$ cat src/rtl/cla_seq_ctrl.sv
// ----------------------------------------------------------------------------
// cla_seq_ctrl
//
// Multi-cycle wide adder sequencer. A WIDTH-bit addition is performed with a
// single SLICE-bit carry-lookahead slice, one slice per clock, least
// significant slice first. The carry between slices is registered, so the
// critical path is one SLICE-bit lookahead adder regardless of WIDTH.
//
// Parameters
//   WIDTH      operand/result width, an integer multiple of SLICE (>= SLICE)
//   SLICE      slice adder width; NSLICE = WIDTH/SLICE cycles per operation
//
// Ports
//   clk        rising-edge clock
//   rst_n      asynchronous active-low reset
//   in_valid   operand request from the producer
//   in_ready   high only while IDLE (operands accepted on valid&&ready)
//   in_a/in_b  operands
//   in_cin     carry in
//   in_sub     (only with CLA_SEQ_SUB_EN) 1 = compute a-b, in_cin ignored
//   out_valid  high only while DONE
//   out_ready  consumer accepts the result
//   out_sum    registered result, (a+b+cin) mod 2^WIDTH
//   out_cout   registered carry out of the MSB slice
//   busy       high in RUN or DONE
//
// Build option
//   CLA_SEQ_SUB_EN  when defined, adds in_sub and the subtract mode.
//
// Timing: out_valid rises NSLICE cycles after the accepting edge; minimum
// issue interval is NSLICE+2 cycles. Operations never overlap.
// ----------------------------------------------------------------------------
module cla_seq_ctrl #(
    parameter int WIDTH = 32,
    parameter int SLICE = 8
) (
    input  logic             clk,
    input  logic             rst_n,
    input  logic             in_valid,
    output logic             in_ready,
    input  logic [WIDTH-1:0] in_a,
    input  logic [WIDTH-1:0] in_b,
    input  logic             in_cin,
`ifdef CLA_SEQ_SUB_EN
    input  logic             in_sub,
`endif
    output logic             out_valid,
    input  logic             out_ready,
    output logic [WIDTH-1:0] out_sum,
    output logic             out_cout,
    output logic             busy
);

    localparam int NSLICE = WIDTH / SLICE;
    localparam int IDX_W  = (NSLICE > 1) ? $clog2(NSLICE) : 1;

    typedef enum logic [1:0] {
        IDLE = 2'd0,
        RUN  = 2'd1,
        DONE = 2'd2
    } state_t;

    state_t             state_q;
    state_t             state_d;
    logic [IDX_W-1:0]   idx_q;
    logic               carry_q;
    logic [WIDTH-1:0]   a_q;
    logic [WIDTH-1:0]   b_q;

    logic               sub_req;
    logic               accept;
    logic               last_slice;
    logic [SLICE-1:0]   sl_a;
    logic [SLICE-1:0]   sl_b;
    logic [SLICE:0]     sl_res;

    // SLICE-bit carry-lookahead adder: every carry is formed directly from the
    // generate/propagate terms and cin, without rippling through c[i].
    // Returns {cout, sum}.
    function automatic logic [SLICE:0] cla_add(input logic [SLICE-1:0] a,
                                               input logic [SLICE-1:0] b,
                                               input logic             cin);
        logic [SLICE-1:0] g;
        logic [SLICE-1:0] p;
        logic [SLICE:0]   c;
        logic             term;
        g    = a & b;
        p    = a ^ b;
        c    = '0;
        c[0] = cin;
        for (int i = 0; i < SLICE; i++) begin
            c[i+1] = g[i];
            term   = p[i];
            for (int j = i - 1; j >= 0; j--) begin
                c[i+1] = c[i+1] | (term & g[j]);
                term   = term & p[j];
            end
            c[i+1] = c[i+1] | (term & cin);
        end
        return {c[SLICE], p ^ c[SLICE-1:0]};
    endfunction

`ifdef CLA_SEQ_SUB_EN
    assign sub_req = in_sub;
`else
    assign sub_req = 1'b0;
`endif

    assign in_ready   = (state_q == IDLE);
    assign out_valid  = (state_q == DONE);
    assign busy       = (state_q != IDLE);
    assign accept     = in_valid && in_ready;
    assign last_slice = (idx_q == IDX_W'(NSLICE - 1));

    assign sl_a   = a_q[idx_q*SLICE +: SLICE];
    assign sl_b   = b_q[idx_q*SLICE +: SLICE];
    assign sl_res = cla_add(sl_a, sl_b, carry_q);

    always_comb begin
        state_d = state_q;
        case (state_q)
            IDLE: if (accept) state_d = RUN;
            RUN:  if (last_slice) state_d = DONE;
            DONE: if (out_ready) state_d = IDLE;
            default: state_d = IDLE;
        endcase
    end

    always_ff @(posedge clk or negedge rst_n) begin
        if (!rst_n) begin
            state_q <= IDLE;
        end else begin
            state_q <= state_d;
        end
    end

    // Operand capture: a subtract stores ~b so the slice datapath only adds.
    always_ff @(posedge clk) begin
        if (accept) begin
            a_q <= in_a;
            b_q <= sub_req ? ~in_b : in_b;
        end
    end

    // Slice sequencing. Result slices are overwritten in place, so upper
    // slices keep the previous result until RUN reaches them.
    always_ff @(posedge clk or negedge rst_n) begin
        if (!rst_n) begin
            idx_q    <= '0;
            carry_q  <= 1'b0;
            out_sum  <= '0;
            out_cout <= 1'b0;
        end else begin
            case (state_q)
                IDLE: begin
                    if (accept) begin
                        carry_q <= sub_req ? 1'b1 : in_cin;
                        idx_q   <= '0;
                    end
                end
                RUN: begin
                    out_sum[idx_q*SLICE +: SLICE] <= sl_res[SLICE-1:0];
                    carry_q                       <= sl_res[SLICE];
                    if (last_slice) begin
                        out_cout <= sl_res[SLICE];
                        idx_q    <= '0;
                    end else begin
                        idx_q    <= idx_q + IDX_W'(1);
                    end
                end
                default: ;
            endcase
        end
    end

endmodule
$ cat config.mk
export PLATFORM = sky130hd
export DESIGN_NAME = cla_seq_ctrl
export DESIGN_NICKNAME = d
export VERILOG_FILES = /design/src/rtl/cla_seq_ctrl.sv
export SDC_FILE = /design/constraint.sdc
export NUM_CORES = 1
export LEC_CHECK = 0
export CAP_MARGIN = 30
export CORE_MARGIN = 1
export CORE_UTILIZATION = 39
export CTS_BUF_LIST = sky130_fd_sc_hd__clkbuf_2
export DETAILED_ROUTE_END_ITERATION = 6
export PLACE_DENSITY_LB_ADDON = 0.25
export SLEW_MARGIN = 0
export SYNTH_ARGS = -nofsm -noshare
export SYNTH_HDL_FRONTEND = slang
export SYNTH_SLANG_ARGS = --single-unit
export TNS_END_PERCENT = 5
$ cat constraint.sdc
create_clock -name clk -period 3.8 [get_ports clk]
set_clock_uncertainty 0.15 [all_clocks]
set_input_delay 0.76 -clock clk [delete_from_list [all_inputs] [get_ports clk]]
set_output_delay 0.76 -clock clk [all_outputs]
set_load 0.01 [all_outputs]
# ---- Word-level counts from Yosys, hierarchy flattened
# Index checks and enable logic that the tools add are counted.
# Widths: inputs -> output; s select.
dict set report totals {
  register_bits 102
  inputBits 69
  out_inout_bits 36
  word_cells 139
}
dict set report op_classes {
  n_addsub 2
  eq_ne 6
  shifts 4
  mux 10
  n_bitwise 103
  reduce_logical 7
}
# op count
set op_table {}
lappend op_table {{$and 1x1->1} 64}
lappend op_table {{$shiftx 32x6->8} 2}
lappend op_table {{$or 1x1->1} 36}
lappend op_table {{$neg 5->34} 1}
lappend op_table {{$shift 8x34->32 const A} 1}
lappend op_table {{$shiftx 8x34->32} 1}
lappend op_table {{$bwmux 32} 1}
lappend op_table {{$xor 8x8->8} 2}
lappend op_table {{$mux 2} 5}
lappend op_table {{$and 8x8->8} 1}
lappend op_table {{$pmux 2 s3} 1}
lappend op_table {{$eq 2x2->1 const B} 2}
lappend op_table {{$ne 2x1->1 const B} 2}
lappend op_table {{$pmux 2 s2} 1}
lappend op_table {{$reduce_and 2->1} 2}
lappend op_table {{$reduce_bool 2->1} 2}
lappend op_table {{$reduce_and 3->1} 1}
lappend op_table {{$add 2x1->2 const B} 1}
lappend op_table {{$eq 2x1->1 const B} 1}
lappend op_table {{$logic_not 2->1} 1}
lappend op_table {{$ne 2x2->1 const B} 1}
lappend op_table {{$pmux 1 s2} 1}
lappend op_table {{$logic_and 1x1->1} 1}
lappend op_table {{$mux 1} 1}

# ---- Logic depth before layout (Yosys ltp)
# Gate-level depths: netlist of run 1.
dict set report logic_depth {
  depth_word 13
  mapped_depth 8
  depth_no_buf 6
}

# ---- Least setup slack after synthesis of run 1
# Ideal clock, no wire load.
dict set report synth_timing {
  kind {reg-to-reg}
  startpoint {reg idx_q[0]}
  endpoint {reg out_sum[7]}
  setup_ns 0.096
  arrival_time_ns 2.774
  required_time_ns 3.554
  slack_ns 0.780
  stages_incl_launch_ff 8
  n_path_buf 1
  period_less_slack_ns 3.020
  path_cell_list {dfrtp_1 -> buf_1 -> mux4_2 -> ha_1 -> o21ai_1 -> or4_4 -> and4b_4 -> o31ai_1}
}
dict set report synth_via {
  elab_chain_len 13
  elab_cells_between_ends 86
  cone_classes {add/sub (1); shift (4); mux (1); bitwise (80)}
}
# item line
set synth_rtl {}
lappend synth_rtl {{from (decl)} 65} ;# logic [IDX_W-1:0] idx_q;
lappend synth_rtl {{from (signal assigned)} 168} ;# idx_q <= idx_q + IDX_W'(1);
lappend synth_rtl {{$shiftx 32x6->8 (on tied branches)} {115, 116}}
lappend synth_rtl {{$xor 8x8->8 / $and 8x8->8 (equally long branches)} {88, 87}}
lappend synth_rtl {{$and 1x1->1 (on tied branches)} {95, 96}}
lappend synth_rtl {{$or 1x1->1, or another cell as far along (5 in series)} 95} ;# c[i+1] = c[i+1] | (term & g[j]);
lappend synth_rtl {{$or 1x1->1 / $and 1x1->1 (equally long branches)} {95, 98}}
lappend synth_rtl {{$or 1x1->1} 98} ;# c[i+1] = c[i+1] | (term & cin);
lappend synth_rtl {{$xor 8x8->8} 100} ;# return {c[SLICE], p ^ c[SLICE-1:0]};
lappend synth_rtl {{$shiftx 8x34->32} 162} ;# out_sum[idx_q*SLICE +: SLICE] <= sl_res[SLICE-1:0];
lappend synth_rtl {{$bwmux 32 (*)} 162}
lappend synth_rtl {{to (signal, indexed assignment)} 162}
lappend synth_rtl {{to (decl)} 49} ;# output logic [WIDTH-1:0] out_sum,
# Every way passes the cells marked *; elsewhere a longest branch is shown, timed or not.
# A chain may end at the register's enable or synchronous reset.

# ---- Worst setup path after layout of run 1
dict set report layout_timing {
  startpoint {reg idx_q[0]}
  endpoint {reg out_sum[6]}
}
# The elaborated chain is that of the path after synthesis.

==> flow_metrics.py, run 1 <==
metrics = {
    "cts": {
        "root_buffer": "clkbuf_2",
        "clkTransAtPathRegs_ns": 0.27,
        "cts.path.max_buffers": 2,
        "htree_levels": 3,
        "cts_tree": "built",
        "hold_buffers": 0,
        "cts.sinks": 102,
        "post_cts_buffers": 0,
        "clkLatencyLatePin_ns": 0.56,
        "numCtsBuffers": 9,
        "cts_resized": 0,
    },
    "timing": {
        "timing.fmax_ghz": 0.312,
        "finalSetupViolCount": 0,
        "relSlewSlack_pct": 46.7,
        "post-route-worst-setup-slack_ns": 0.592,
        "hold_violations": 0,
        "setup_tns_ns": 0,
        "tightest_slew_ns": 0.791,
        "fin_crit_sh_pct": 84.4,
        "rsz0062_at_grt": "no",
        "min_period_ns": 3.21,
        "report.final.slew_viol_count": 0,
    },
    "yosys": {
        "synth-async-reset-ratio_pct": 37.3,
        "synth_top_cell_by_area": "edfxtp_1",
        "synth_edf_count": 64,
        "syn_area_per_cell_um2": 15.7,
        "syn-cell-area_um2": 4250,
        "ys.flop_type": "edfxtp_1",
        "synth_nets": 355,
        "synth_seq_area_share_pct": 67.6,
        "synthCells": 270,
        "synth_area_leaders": "edfxtp_1, dfrtp_1, mux4_2",
        "synth_top_area_share_pct": 45.3,
        "synth-seq-cells": 102,
        "ys_warn_count": 0,
        "ys_types": 43,
    },
    "die": {
        "die_height_um": 106,
        "num_io_pins": 105,
        "start_util_pct": 40.6,
        "design.die.area_um2": 11300,
        "core-area_um2": 10500,
        "num_rows": 37,
        "fp.dieW_um": 106,
    },
    "finish": {
        "area_growth_syn_to_layout_pct": 31.6,
        "layout-drive-gt1-share_pct": 11.5,
        "layout.nets": 470,
        "antenna_cells": 0,
        "final_cell_mix": "clkdlybuf4s50_1, edfxtp_1, dfrtp_1",
        "final_common_cell": "clkdlybuf4s50_1",
        "final_area_um2": 5590,
    },
    "drt": {
        "wire_per_inst_um": 15.9,
        "drt-total-wl_mm": 8.37,
        "via_per_inst": 5.12,
        "drt_first_pass_iters": 4,
        "route.vias.total": 2692,
        "drtAntennaViolNets": 0,
        "first_iter_violations": 106,
        "drc": 0,
    },
    "pwr": {
        "ir_worst_vdd_mv": 0.304,
        "p_leak_uw": 0.00210,
        "power_per_cell_area_nw_per_um2": 754,
    },
    "worst_setup_path": {
        "worstSetupPathType": "reg2reg",
        "critPathLaunchType": "flop",
        "endpoint_kind": "flop",
        "cp.required_ns": 4.08,
        "critPathArrivalTime_ns": 3.49,
        "cp_max_fo": 17,
    },
    "grt": {
        "antenna_found_initial": 0,
        "grt_pass1_wl_mm": 13.6,
        "grt_pass1_vias": 2770,
        "grt_remaining_overflow": 0,
        "grt_max_degree": 43,
        "grt_use_total_pct": 15.7,
    },
    "placed_design": {
        "portBuffers": 104,
        "dp_hpwl_mm": 6.35,
        "dpl_cell_area_um2": 5490,
        "place.gp.congestion": 0.769,
        "pre_cts_ws_ns": 0.676,
    },
    "hold_path": {
        "min_path_type": "reg2reg",
    },
    "flow_run": {
        "max_cap_viol_count": 0,
    },
    "run_status": {
        "status": "complete, no violations",
    },
}
-- final timing paths --
kind / start / endpoint / slack [ns] / cells past startpoint
min in group asynchronous: rst_n / state_q[0] / 0.42 / 2
max in group asynchronous: rst_n / out_sum[24] / 2.71 / 2
max reg2reg: idx_q[0] / out_sum[6] / 0.59 / 7
max: idx_q[0] / out_sum[6] / 0.59 / 7
min: out_sum[9] / out_sum[9] / 0.38 / 2
min reg2reg: out_sum[9] / out_sum[9] / 0.38 / 2
-- cells in the mapped netlist (2+ instances only) --
master	count
nor3_1	2
nand2b_1	4
ha_1	15
or3_1	2
nand3_1	2
a21o_1	2
inv_1	10
o21bai_1	2
dfrtp_1	38
nand2_1	36
nand4_1	2
o31ai_1	12
xor2_1	2
a21oi_1	4
o31a_1	2
mux4_2	16
a22o_1	13
edfxtp_1	64
nor2_1	7
clkbuf_1	2
o21ai_0	11
-- metal layers --
| metal | share of wire, % | global-route usage [%] |
|---|---|---|
| met1 | 47 | 21.3 |
| met2 | 46 | 24.8 |
| met3 | 6.1 | 3.99 |
| met4 | 1.1 | 4.96 |
| met5 | 0 | 0 |
-- state kept, by name, summed over array words and instances (netlist names) --
name / count
a_q: 32
out_sum: 32
state_q: 2
out_cout: 1
b_q: 32
idx_q: 2
carry_q: 1
-- metrics by stage --
step | std cells | hold slack [ns] | total power, uW | util, %
4_1_cts | 526 | 0.380 | 4240 | 53.4
3_3_place_gp | 510 | 0.319 | 3730 | 52.4
2_1_floorplan | 270 | 0.314 | 3000 | -
3_5_place_dp | 510 | 0.331 | 3780 | 52.4
5_1_grt | 526 | 0.408 | 4500 | 53.4
6_report | 526 | 0.381 | 4210 | 53.4
-- critical path, stage by stage, from the launching register on --
cell,delay (ns)
dfrtp_1,0.42
buf_4,0.31
mux4_2,0.57
ha_1,0.34
a211oi_2,0.33
nor4b_1,0.15
nor4_1,0.68
o31ai_1,0.15
-- final cells by class --
type | instances | area, um2
clock buffer | 9 | 45.0
clock inverter | 7 | 57.6
fill | 904 | 4870
inverter | 10 | 37.5
multi-input combinational | 153 | 1310
sequential | 102 | 2870
tap | 136 | 170
timing repair buffer | 109 | 1090
-- kinds of logic after synthesis --
family,after synthesis,share of synthesized area (%)
flip-flops,102,67.6
AND/OR/NAND/NOR,65,7.43
AO/OA/AOI/OAI,52,9.25
multiplexers,17,8.72
adder cells (fa/ha/maj),16,4.89
buffers and inverters,15,1.44
XOR/XNOR,3,0.619
-- report_power, final --
part	leakage, uW	internal [uW]	switching (uW)
registers	0.00110	1470	149
clock network	0.0000556	94.1	370
logic	0.000939	947	1180
(Power assumes the default switching activity.)
==> inputs of run 2 (changes only) <==
clock period = 2.9 ns   (was 3.8 ns; I/O delays follow)
==> run 2 against run 1 <==
Compared with the run above:
- die area did not move
- largest power group unchanged
- global-route usage up 0.53 points
- setup slack worse by 0.53 ns
- largest cell class unchanged
- flip-flop and latch count is the same
- critical path type unchanged
- combinational power rose by 52%
==> flow_metrics.py, run 2 (same netlist as run 1, synthesis figures left out) <==
metrics = {
    "timing": {
        "hold_violations": 0,
        "min_period_ns": 2.84,
        "rsz0062_at_grt": "yes",
        "finalSetupViolCount": 0,
        "tightest_slew_ns": 0.577,
        "fin_crit_sh_pct": 98.0,
        "relSlewSlack_pct": 61.5,
        "post-route-worst-setup-slack_ns": 0.0589,
        "report.final.slew_viol_count": 0,
        "timing.fmax_ghz": 0.352,
        "holdWs_ns": 0.215,
        "setup_tns_ns": 0,
    },
    "cts": {
        "cts.path.max_buffers": 2,
        "root_buffer": "clkbuf_2",
        "htree_levels": 3,
        "clkTransAtPathRegs_ns": 0.29,
        "post_cts_buffers": 0,
        "cts_tree": "built",
        "numCtsBuffers": 9,
        "cts.sinks": 102,
        "clkLatencyLatePin_ns": 0.58,
        "hold_buffers": 0,
    },
    "run_status": {
        "status": "complete, no violations",
    },
    "grt": {
        "grt_pass1_vias": 2742,
        "grt_pass1_wl_mm": 13.8,
        "grt_remaining_overflow": 0,
        "grt_max_degree": 65,
        "grt_use_total_pct": 16.2,
        "antenna_found_initial": 0,
    },
    "drt": {
        "drc": 0,
        "drt-total-wl_mm": 8.65,
        "route.vias.total": 2647,
        "drt_first_pass_iters": 4,
        "via_per_inst": 4.97,
        "drtAntennaViolNets": 0,
        "wire_per_inst_um": 16.2,
        "first_iter_violations": 103,
    },
    "die": {
        "num_rows": 37,
        "design.die.area_um2": 11300,
        "core-area_um2": 10500,
        "start_util_pct": 40.6,
        "die_height_um": 106,
        "num_io_pins": 105,
        "fp.dieW_um": 106,
    },
    "finish": {
        "final_common_cell": "clkdlybuf4s50_1",
        "layout.nets": 477,
        "nFillCells": 906,
        "multiInputGateArea_um2": 1370,
        "largestRegisters": "a_q: 32 flops, b_q: 32 flops, out_sum: 32 flops",
        "final_core_util_pct": 54.8,
        "final_cell_mix": "clkdlybuf4s50_1, edfxtp_1, dfrtp_1",
        "layout-drive-gt1-share_pct": 14.9,
        "antenna_cells": 0,
        "area_growth_syn_to_layout_pct": 35.1,
        "regArea_um2": 2870,
    },
    "worst_setup_path": {
        "cpMaxStageDelayCell": "or4_4",
        "path_buf_inv": 1,
        "cp_max_fo": 17,
        "startpoint": "idx_q[0]",
        "crit_chain": "buf_12, mux4_2, ha_4, a211oi_4, or4_4, and4b_4, o31ai_1",
        "worstReg2RegStart": "idx_q[0]",
        "regToRegSetupSlack_ns": 0.06,
        "worstSetupPathType": "reg2reg",
        "path_delay_family": "simple AND/OR/NAND/NOR gates",
        "endpoint": "out_sum[7]",
        "worst_r2r_path_depth": 7,
        "critPathArrivalTime_ns": 3.17,
        "endpoint_kind": "flop",
        "cp.required_ns": 3.23,
        "r2r_end": "out_sum[7]",
        "critical_path_depth": 7,
        "max_stage_delay_ns": 0.57,
        "critPathLaunchType": "flop",
    },
    "pwr": {
        "ir_worst_vdd_mv": 0.463,
        "power_uw": 5940,
        "power_per_cell_area_nw_per_um2": 1040,
        "p_leak_uw": 0.00215,
    },
    "placed_design": {
        "dp_hpwl_mm": 6.44,
        "place.gp.congestion": 0.782,
        "pre_cts_ws_ns": -0.0450,
        "portBuffers": 104,
    },
    "hold_path": {
        "min_path_type": "in2async",
    },
    "flow_run": {
        "max_cap_viol_count": 0,
    },
}
run 2: how the worst min path moves through the flow:
stage / from / endpoint / slack (ns) / cells after the start
5_1_grt: rst_n / state_q[1] / 0.21 / 2
3_3_place_gp: out_sum[1] / out_sum[1] / 0.32 / 2
6_report: rst_n / state_q[1] / 0.22 / 2
2_1_floorplan: rst_n / carry_q / 0.13 / 0
3_5_place_dp: out_sum[4] / out_sum[4] / 0.32 / 2
4_1_cts: rst_n / state_q[1] / 0.20 / 2
run 2: timing repair:
action                                  CTS  global route
gates cloned                              0             0
pin swaps                                 4             1
endpoints found under the setup margin   15            17
gates resized for setup                   6             2
run 2: per-stage QoR:
| step | area, um2 | instances |
|---|---|---|
| floorplan | 4250 | 270 |
| global placement | 5580 | 517 |
| detailed placement | 5580 | 517 |
| CTS | 5730 | 533 |
| global route | 5740 | 533 |
| finish | 5740 | 533 |
run 2: worst reg2reg max path, cell delays in order (launching register included):
cell and delay [ns]:
dfrtp_2 0.48, buf_12 0.18, mux4_2 0.56, ha_4 0.31, a211oi_4 0.06, or4_4 0.57
and4b_4 0.25, o31ai_1 0.19
run 2: power breakdown:
part / leakage (uW) / switching (uW) / total, uW / internal, uW
clock: 0.0000635 / 483 / 613 / 130
sequential: 0.00110 / 172 / 2100 / 1930
combinational: 0.000991 / 1680 / 3230 / 1550
run 2: area by class of cell:
cell class | instances | share of cell area [%]
tap | 136 | 2.97
timing repair buffer | 116 | 20.6
clock buffer | 10 | 0.872
multi-input combinational | 153 | 23.9
clock inverter | 6 | 0.894
inverter | 10 | 0.654
sequential | 102 | 50.1
run 2: routing by layer:
layer | wire length (um) | track usage, % | share of wire, % | up-vias
met2 | 3930 | 24.7 | 45 | 95
met5 | 0 | 0 | 0 | -
met1 | 4080 | 22.7 | 47 | 1256
met3 | 461 | 3.19 | 5.3 | 13
li1 | - | - | - | 1283
met4 | 180 | 6.94 | 2.1 | 0
==> inputs of run 3 (changes only) <==
CAP_MARGIN = 15   (was 30)
SLEW_MARGIN = 20   (was 0)
==> results of run 3 <==
The final DEF is identical to that of run 2; final timing and power are the same.
